===== src/rtl/fifo_arb_pkg.sv =====
// fifo_arb_pkg: shared state type, stall counter width and one-hot decode helper for the FIFO write arbiter
package fifo_arb_pkg;
  typedef enum logic {IDLE, BURST} state_t;
  localparam int STALL_W = 16;
  function automatic int unsigned oh2idx(input logic [31:0] oh);
    int unsigned r;
    r = 0;
    for (int i = 0; i < 32; i++) if (oh[i]) r = i;
    return r;
  endfunction
endpackage


===== src/rtl/rr_pick.sv =====
// rr_pick: combinational round-robin selector, searching upward (modulo N) from ptr+1
module rr_pick
  import fifo_arb_pkg::*;
#(
  parameter int N  = 4,
  parameter int IW = $clog2(N)
) (
  input  logic [N-1:0]  req,
  input  logic [IW-1:0] ptr,
  output logic [N-1:0]  oh,
  output logic [IW-1:0] idx,
  output logic          any
);
  logic [IW-1:0] j;
  // Walk from the farthest candidate back to ptr+1 so the nearest valid one wins
  always_comb begin
    oh = '0;
    j = '0;
    for (int k = N; k >= 1; k--) begin
      j = IW'((int'(ptr) + k) % N);
      if (req[j]) oh = N'(1) << j;
    end
  end
  assign idx = IW'(oh2idx(32'(oh)));
  assign any = |req;
endmodule


===== src/rtl/fifo_wr_arbiter.sv =====
// fifo_wr_arbiter: burst-based round-robin sharing of the FIFO write port with a saturating stall counter
module fifo_wr_arbiter
  import fifo_arb_pkg::*;
#(
  parameter int NUM_REQ    = 4,
  parameter int WIDTH      = 8,
  parameter int MAX_BURST  = 4,
  parameter int BCNT_WIDTH = 3
) (
  input  logic                     clk_i,
  input  logic                     rst_n_i,
  input  logic [NUM_REQ-1:0]       req_valid_i,
  input  logic [NUM_REQ*WIDTH-1:0] req_data_i,
  input  logic [NUM_REQ-1:0]       req_last_i,
  output logic [NUM_REQ-1:0]       req_ready_o,
  output logic [NUM_REQ-1:0]       grant_o,
  output logic                     wr_en_o,
  output logic [WIDTH-1:0]         wdata_o,
  input  logic                     full_i,
  output logic                     busy_o,
  output logic [STALL_W-1:0]       stall_cnt_o
);
  localparam int IW = $clog2(NUM_REQ);
  state_t                state_q, state_n;
  logic [NUM_REQ-1:0]    grant_q, pick_oh;
  logic [IW-1:0]         ptr_q, pick_idx;
  logic [BCNT_WIDTH-1:0] bcnt_q;
  logic [STALL_W-1:0]    stall_q;
  logic [WIDTH-1:0]      wdata_q, cur_data;
  logic                  pick_any, burst_end, cur_valid;
  rr_pick #(.N(NUM_REQ), .IW(IW)) u_pick (
    .req(req_valid_i), .ptr(ptr_q), .oh(pick_oh), .idx(pick_idx), .any(pick_any)
  );
  // While bursting the pointer always equals the granted index
  assign busy_o      = state_q == BURST;
  assign cur_valid   = req_valid_i[ptr_q];
  assign cur_data    = req_data_i[int'(ptr_q)*WIDTH +: WIDTH];
  assign wr_en_o     = busy_o & cur_valid & ~full_i;
  assign req_ready_o = full_i ? '0 : grant_q;
  assign grant_o     = grant_q;
  assign wdata_o     = wr_en_o ? cur_data : wdata_q;
  assign stall_cnt_o = stall_q;
  assign burst_end   = busy_o & (~cur_valid | (wr_en_o & (req_last_i[ptr_q] | bcnt_q == BCNT_WIDTH'(MAX_BURST-1))));
  always_comb begin
    state_n = (!busy_o || burst_end) ? (pick_any ? BURST : IDLE) : state_q;
  end
  always_ff @(posedge clk_i or negedge rst_n_i) begin
    if (!rst_n_i) begin
      state_q <= IDLE;
      grant_q <= '0;
      ptr_q   <= IW'(NUM_REQ-1);
      bcnt_q  <= '0;
      stall_q <= '0;
      wdata_q <= '0;
    end else begin
      state_q <= state_n;
      if (!busy_o || burst_end) begin
        grant_q <= pick_oh;
        bcnt_q  <= '0;
        if (pick_any) ptr_q <= pick_idx;
      end else if (wr_en_o) bcnt_q <= bcnt_q + 1'b1;
      if (wr_en_o) wdata_q <= cur_data;
      if (busy_o && full_i && cur_valid && !(&stall_q)) stall_q <= stall_q + 1'b1;
    end
  end
endmodule

===== config.mk =====
export PLATFORM = sky130hd
export DESIGN_NAME = fifo_wr_arbiter
export DESIGN_NICKNAME = d
export VERILOG_FILES = /design/src/rtl/fifo_arb_pkg.sv /design/src/rtl/rr_pick.sv /design/src/rtl/fifo_wr_arbiter.sv
export SDC_FILE = /design/constraint.sdc
export NUM_CORES = 1
export LEC_CHECK = 0
export CAP_MARGIN = 40
export CORE_MARGIN = 4
export CORE_UTILIZATION = 45
export DETAILED_ROUTE_END_ITERATION = 10
export PLACE_DENSITY = 0.9
export SYNTH_ARGS = -nofsm -noshare
export SYNTH_HDL_FRONTEND = slang
export SYNTH_SLANG_ARGS = --single-unit

===== constraint.sdc =====
create_clock -name clk_i -period 8.62 [get_ports clk_i]
set_input_delay 1.293 -clock clk_i [delete_from_list [all_inputs] [get_ports clk_i]]
set_output_delay 1.293 -clock clk_i [all_outputs]
set_load 0.02 [all_outputs]

==> run metrics, run 1 <==
post-synth top area cell=dfrtp_1; Mapped Area=0.00215 mm2; Synth cell types=43; via count of the first global-routing pass=1711; relative slew slack=0.633; drt total wl=just under 5000 um; # fillers=approximately 340; wire length of the first global-routing pass=8180 um; Final ANT Viol Nets=0; Yosys top cell area share=0.372; Setup crit end kind=output port; share of post-route cells with drive strength above 1=0.154; Total Nets Final=310; Die Footprint=0.00596 mm2; post-DR wirelength/cell=roughly 16 um; hold depth=1; clock tree from TritonCTS=yes; 1st-iter DRT viols=50; input/output buffers=76; Critical Path AT=about 3.7 ns; mux share of post-synthesis cell area=0.229; GR Util All Layers=0.172; critical path class=input port to output port; RSZ-0062 raised after global routing=false; die width=77.2 um; Worst-path clk slew=~0.070 ns; startpoint types=input port; achievable frequency=between 200 and 250 MHz; Starting Density=0.478; clk root buf=clkbuf_8; P&R area growth vs syn=43.0%; complex-gate fraction of the synthesized area=0.0767; RePlAce Congestion=between 0.7 and 0.8; status=complete, no violations; Synth Warn #=0; Syn Inst Count=181; Fin. Hold Viols=0; Max IR drop VDD=0.000189 V; Reg2Reg Depth=7; Placeable Area=0.00450 mm2; initial antenna violation count=0; max_cap viols=0; Seq/Total Area, Yosys=0.396; CTS buffer count=5; register area=853 um2; via/cell ratio=5.48; setup TNS=0 ns; leak pwr=1.29 nW; worst min path class=register to register; die height=between 70 and 80 um; row cnt=24; Vias=1704; I/O Pins=77; main combinational cell family by area after synthesis=multiplexers; synth top area cells=dfrtp_1, mux4_2, ha_1, mux2_4, xnor2_1; Post-Synth Adder-Cell Area=0.0523; area occupied by multi-input gates=roughly 0.0012 mm2; Synth Area in Simple Gates=0.152; drt pass-1 iters=4; Clock Skews=0.00623 ns; Post-Synth XOR/XNOR Area=0.0610; drc violations=0; Period Utilization, post-route=0.580; Hold Buf Count CTS=0; Post-DP HPWL=3790 um; CTS Buffer Depth=2; fin util=0.684; htree depth=2; Mapped Nets=around 230; Max Slew Vio Count=0; GR Overflow Total=0; Skew-Pair Late Insertion Delay=approximately 0.29 ns; pwr/cell area=330 mW/mm2; setup violators final=0; Sink Count=34; ant diodes=0; pin count of the biggest net entering global routing=35; register bit total from synthesis=34; Worst Path Required=between 7 and 8 ns; Post-Syn Area per Cell=approximately 12 um2; min cycle time layout=5.00 ns; cts repair resizes=0; Post-CTS Setup Bufs=0; Slew @ Worst Pin=between 0.5 and 0.6 ns; worst-path maximum fanout=11
==> synthesized netlist by cell type (all sizes together) <==
library cell   n
a22oi          1
a211o          2
nand3b         2
buf            6
o22ai          3
o21ai          1
o21bai         1
a32o           1
ha             9
dfrtp         32
and3           5
inv            7
and4           2
nand4b         1
mux2          11
xor2           4
nor2b          6
mux2i          5
dfstp          2
nand2         15
and2           3
clkbuf         1
nand3          8
nor4b          1
a21boi         1
xnor2         11
a31oi          3
nand2b         2
nand4          1
a211oi         5
or4            1
mux4          13
a21oi          5
nor2           8
nor3b          2
==> cell type report <==
cell class,count,area share
clock inverter,3,0.0223
inverter,7,0.00853
multi-input combinational,133,0.399
timing repair buffer,77,0.249
sequential,34,0.277
tap,52,0.0211
clock buffer,5,0.0223
==> worst paths after layout <==
path	from	to	slack (ns)
worst max-delay path	req_valid_i[1]	wdata_o[7]	3.62
worst min-delay path	stall_cnt_o[9]	stall_cnt_o[9]	0.49
worst max register to register	ptr_q[0]	ptr_q[0]	5.63
worst min register to register	stall_cnt_o[9]	stall_cnt_o[9]	0.49
min in group asynchronous	rst_n_i	stall_cnt_o[0]	1.41
max in group asynchronous	rst_n_i	ptr_q[1]	6.88
==> cells by family after synthesis <==
| kind of cell | count (synthesis) |
|---|---|
| AND/OR/NAND/NOR | 57 |
| adder cells (fa/ha/maj) | 9 |
| buffers and inverters | 14 |
| XOR/XNOR | 15 |
| flip-flops | 34 |
| AO/OA/AOI/OAI | 23 |
| multiplexers | 29 |
==> critical path: stages <==
cell and delay [ns]:
clkdlybuf4s50_1 0.57, mux4_2 0.36, and2_4 0.17, nor2b_4 0.38, mux2_1 0.38, clkdlybuf4s50_1 0.55
==> flip-flops by register name (all words and copies together) (netlist names) <==
| signal | cells |
|---|---|
| stall_cnt_o | 16 |
| wdata_q | 8 |
| grant_o | 4 |
| bcnt_q | 3 |
| ptr_q | 2 |
| busy_o | 1 |
==> layer usage <==
layer | global-route usage | vias to the layer above | share of wire
met5 | 0 | - | 0
met1 | 0.202 | 831 | 0.41
li1 | - | 817 | -
met4 | 0.0463 | 0 | 0.011
met3 | 0.0515 | 7 | 0.054
met2 | 0.303 | 49 | 0.53
==> placed cells by master (no fill, tap or decap), types with 7 or more instances in the layout <==
cell	Yosys	final
ha_1	9	9
dfrtp_1	32	32
nand3_1	7	7
nand2_1	15	15
inv_1	7	7
mux2_4	7	7
nor2_1	8	8
clkdlybuf4s50_1	0	76
xnor2_1	11	11
mux4_2	13	13
==> stage by stage <==
step	hold slack, ns	std cells	worst slack, ns	cell area [um2]	power [mW]
after floorplan	0.463	181	4.72	2150	0.662
after global placement	0.469	303	3.68	2940	0.822
after detailed placement	0.478	303	3.62	2940	0.841
after CTS	0.493	311	3.61	3080	1.02
after global routing	0.512	311	3.53	3080	1.08
final	0.493	311	3.62	3080	1.02
==> power breakdown <==
part	switching, mW	leakage, nW	internal, mW	total [mW]
clock	0.0611	0.0683	0.116	0.177
combinational	0.258	0.792	0.300	0.558
sequential	0.0661	0.429	0.215	0.281
(Power assumes the default switching activity.)
==> run 2, diff against run 1 <==
- CORE_UTILIZATION: 45 -> 41
- PLACE_DENSITY: 0.9 -> 0.87
- clock period: 8.62 -> 4.2 ns (I/O delays scaled with it)
==> run metrics, run 2 (synthesis results as in run 1) <==
Clock Skews=0.00974 ns (+0.00352 ns); initial antenna violation count=0 (unchanged); die height=80.5 um (+4.3%); Post-Place Cell Area=0.00297 mm2 (+1.0%); final std cell area, no fill=0.00308 mm2 (about the same); via/cell ratio=5.31 (-3.1%); Setup crit end kind=output port; count of buffer and inverter cells on the critical path=2 (unchanged); I/O Pins=77 (unchanged); Logic pwr share=0.586 (+0.037); Vias=1752 (+2.8%); Top Metal Used=met4; DRT met1 WL=2020 um (+1.4%); Post-DP HPWL=4050 um (+6.9%); Starting Density=0.422 (-0.0564); CTS buffer count=5 (unchanged); total chip power=2.03 mW (+100%); Slew @ Worst Pin=0.428 ns (-0.122 ns); hold depth=1 (unchanged); Placeable Area=0.00511 mm2 (+13%); status=complete, no violations; R2R setup slack=1.32 ns (-4.31 ns); relative slew slack=0.714 (+0.0813); Post-CTS Setup Bufs=0 (unchanged); achievable frequency=about 270 MHz; setup TNS=0 ns (unchanged); Sink Count=34 (unchanged); Max IR drop VDD=0.000400 V (+110%); HP Start=stall_cnt_o[15]; P&R area growth vs syn=43.1% (about the same); Critical R2R Launch=ptr_q[0]; GR Util All Layers=0.173 (+0.00123); critical path class=input port to output port; Fin. Hold Viols=0 (unchanged); max reg flops=16 (unchanged); Period Utilization, post-route=0.877; startpoint types=input port; Worst Path Required=3.57 ns (-3.76 ns); input/output buffers=76 (unchanged); RSZ-0062 raised after global routing=false; Sw Pwr=0.790 mW (+110%); RePlAce Congestion=0.791 (-0.88%); drt pass-1 iters=4 (unchanged); Skew-Pair Late Insertion Delay=0.30 ns (about the same); row cnt=26 (+8.3%); placed cells=322 (+6.3%); register area=853 um2 (unchanged); drc violations=0 (unchanged); worst min path class=register to register; Max Slew Vio Count=0 (unchanged); CP dominant cell by count=clkdlybuf4s50_1; wire length of the first global-routing pass=8610 um (+5.2%); pre-CTS WS=0.530 ns (-3.09 ns); CP Cell Sequence=clkdlybuf4s50_1, mux4_2, and2_4, nor2b_4, mux2_1, clkdlybuf4s50_1; # fillers=431 (+28%); Reg2Reg Depth=8 (+1); final hold slack=0.498 ns (+0.00490 ns); Total Nets Final=311 (+0.32%); ant diodes=0 (unchanged); cts repair resizes=0 (unchanged); GR Overflow Total=0 (unchanged); wire length on met3=264 um (-1.1%); clock tree from TritonCTS=yes; CTS Buffer Depth=2 (unchanged); Final ANT Viol Nets=0 (unchanged); Flop pwr share=0.267 (-0.010); CP delay by family, top=buffers and inverters; Worst-path clk slew=0.06 ns (about the same); setup violators final=0 (unchanged); post-route insts no fill=330 (+6.1%); Hold Path Sink=stall_cnt_o[15]; drt total wl=5180 um (+5.6%); max_cap viols=0 (unchanged); min cycle time layout=3.68 ns; clk root buf=clkbuf_8; commonest non-fill, non-tap cell in the layout=clkdlybuf4s50_1; metal2 WL=2810 um (+8.6%); switching part of the total=0.389 (+0.0101); Die Footprint=0.00648 mm2 (+8.7%); area occupied by multi-input gates=0.00123 mm2 (unchanged); Crit path largest cell delay=0.57 ns (about the same); via count of the first global-routing pass=1802 (+5.3%); leak pwr=1.28 nW (-0.95%); FF-to-FF End=ptr_q[0]; pwr/cell area=659 mW/mm2 (+100%); fin util=0.603 (-0.0802); Int Pwr=1.24 mW (+96%); Crit-path slowest cell=clkdlybuf4s50_1; share of post-route cells with drive strength above 1=0.154 (-0.000594); die width=80.5 um (+4.3%); Critical Path AT=3.05 ns (-0.66 ns); commonest cells after routing, fill and taps aside=clkdlybuf4s50_1, dfrtp_1, nand2_1; Setup WS post-layout=0.517 ns (-3.10 ns); Hold Buf Count CTS=0 (unchanged); pin count of the biggest net entering global routing=35 (unchanged); htree depth=2 (unchanged); post-DR wirelength/cell=15.7 um (-0.51%); clock share of power=0.148 (-0.026); worst-path maximum fanout=11 (unchanged); 1st-iter DRT viols=66 (+32%)
run 2: changes by cell type in the layout (fill, tap and decap cells not counted):
cell / change
buf_4: +1
bufinv_16: -1
clkbuf_1: +1
clkinv_4: -1
clkinvlp_4: +1
run 2: worst max path at each step:
stage / startpoint / end / slack (ns) / cells past startpoint
2_1_floorplan: ptr_q[1] / grant_o[1] / 1.29 / 9
3_3_place_gp: req_valid_i[1] / wdata_o[7] / 0.59 / 6
3_5_place_dp: req_valid_i[1] / wdata_o[7] / 0.53 / 6
4_1_cts: req_valid_i[1] / wdata_o[7] / 0.53 / 6
5_1_grt: req_valid_i[3] / wdata_o[7] / 0.41 / 6
6_report: req_valid_i[1] / wdata_o[7] / 0.52 / 6
run 2: routing by layer:
metal	global-route usage	up-vias
li1	-	816
met1	0.192	873
met2	0.325	53
met3	0.0336	10
met4	0.0591	0
met5	0	-
run 2: area by class of cell:
class / count / share of cell area
flip-flops and latches: 34 / 0.277
clock inverters: 2 / 0.0122
well taps: 70 / 0.0284
inverters: 7 / 0.00853
multi-input cells: 133 / 0.399
repair buffers: 78 / 0.252
clock buffers: 6 / 0.0235
run 2: power by group through the flow:
stage	sequential [mW]	combinational, mW	clock, mW
after global placement	0.541	1.16	0
final	0.541	1.19	0.299
after CTS	0.543	1.20	0.304
after floorplan	0.554	0.804	0
after global routing	0.560	1.29	0.317
after detailed placement	0.544	1.20	0
==> run 3, diff against run 2 <==
- GPL_ROUTABILITY_DRIVEN: default -> 1
==> results of run 3 <==
The final DEF is identical to that of run 2; final timing and power are the same.
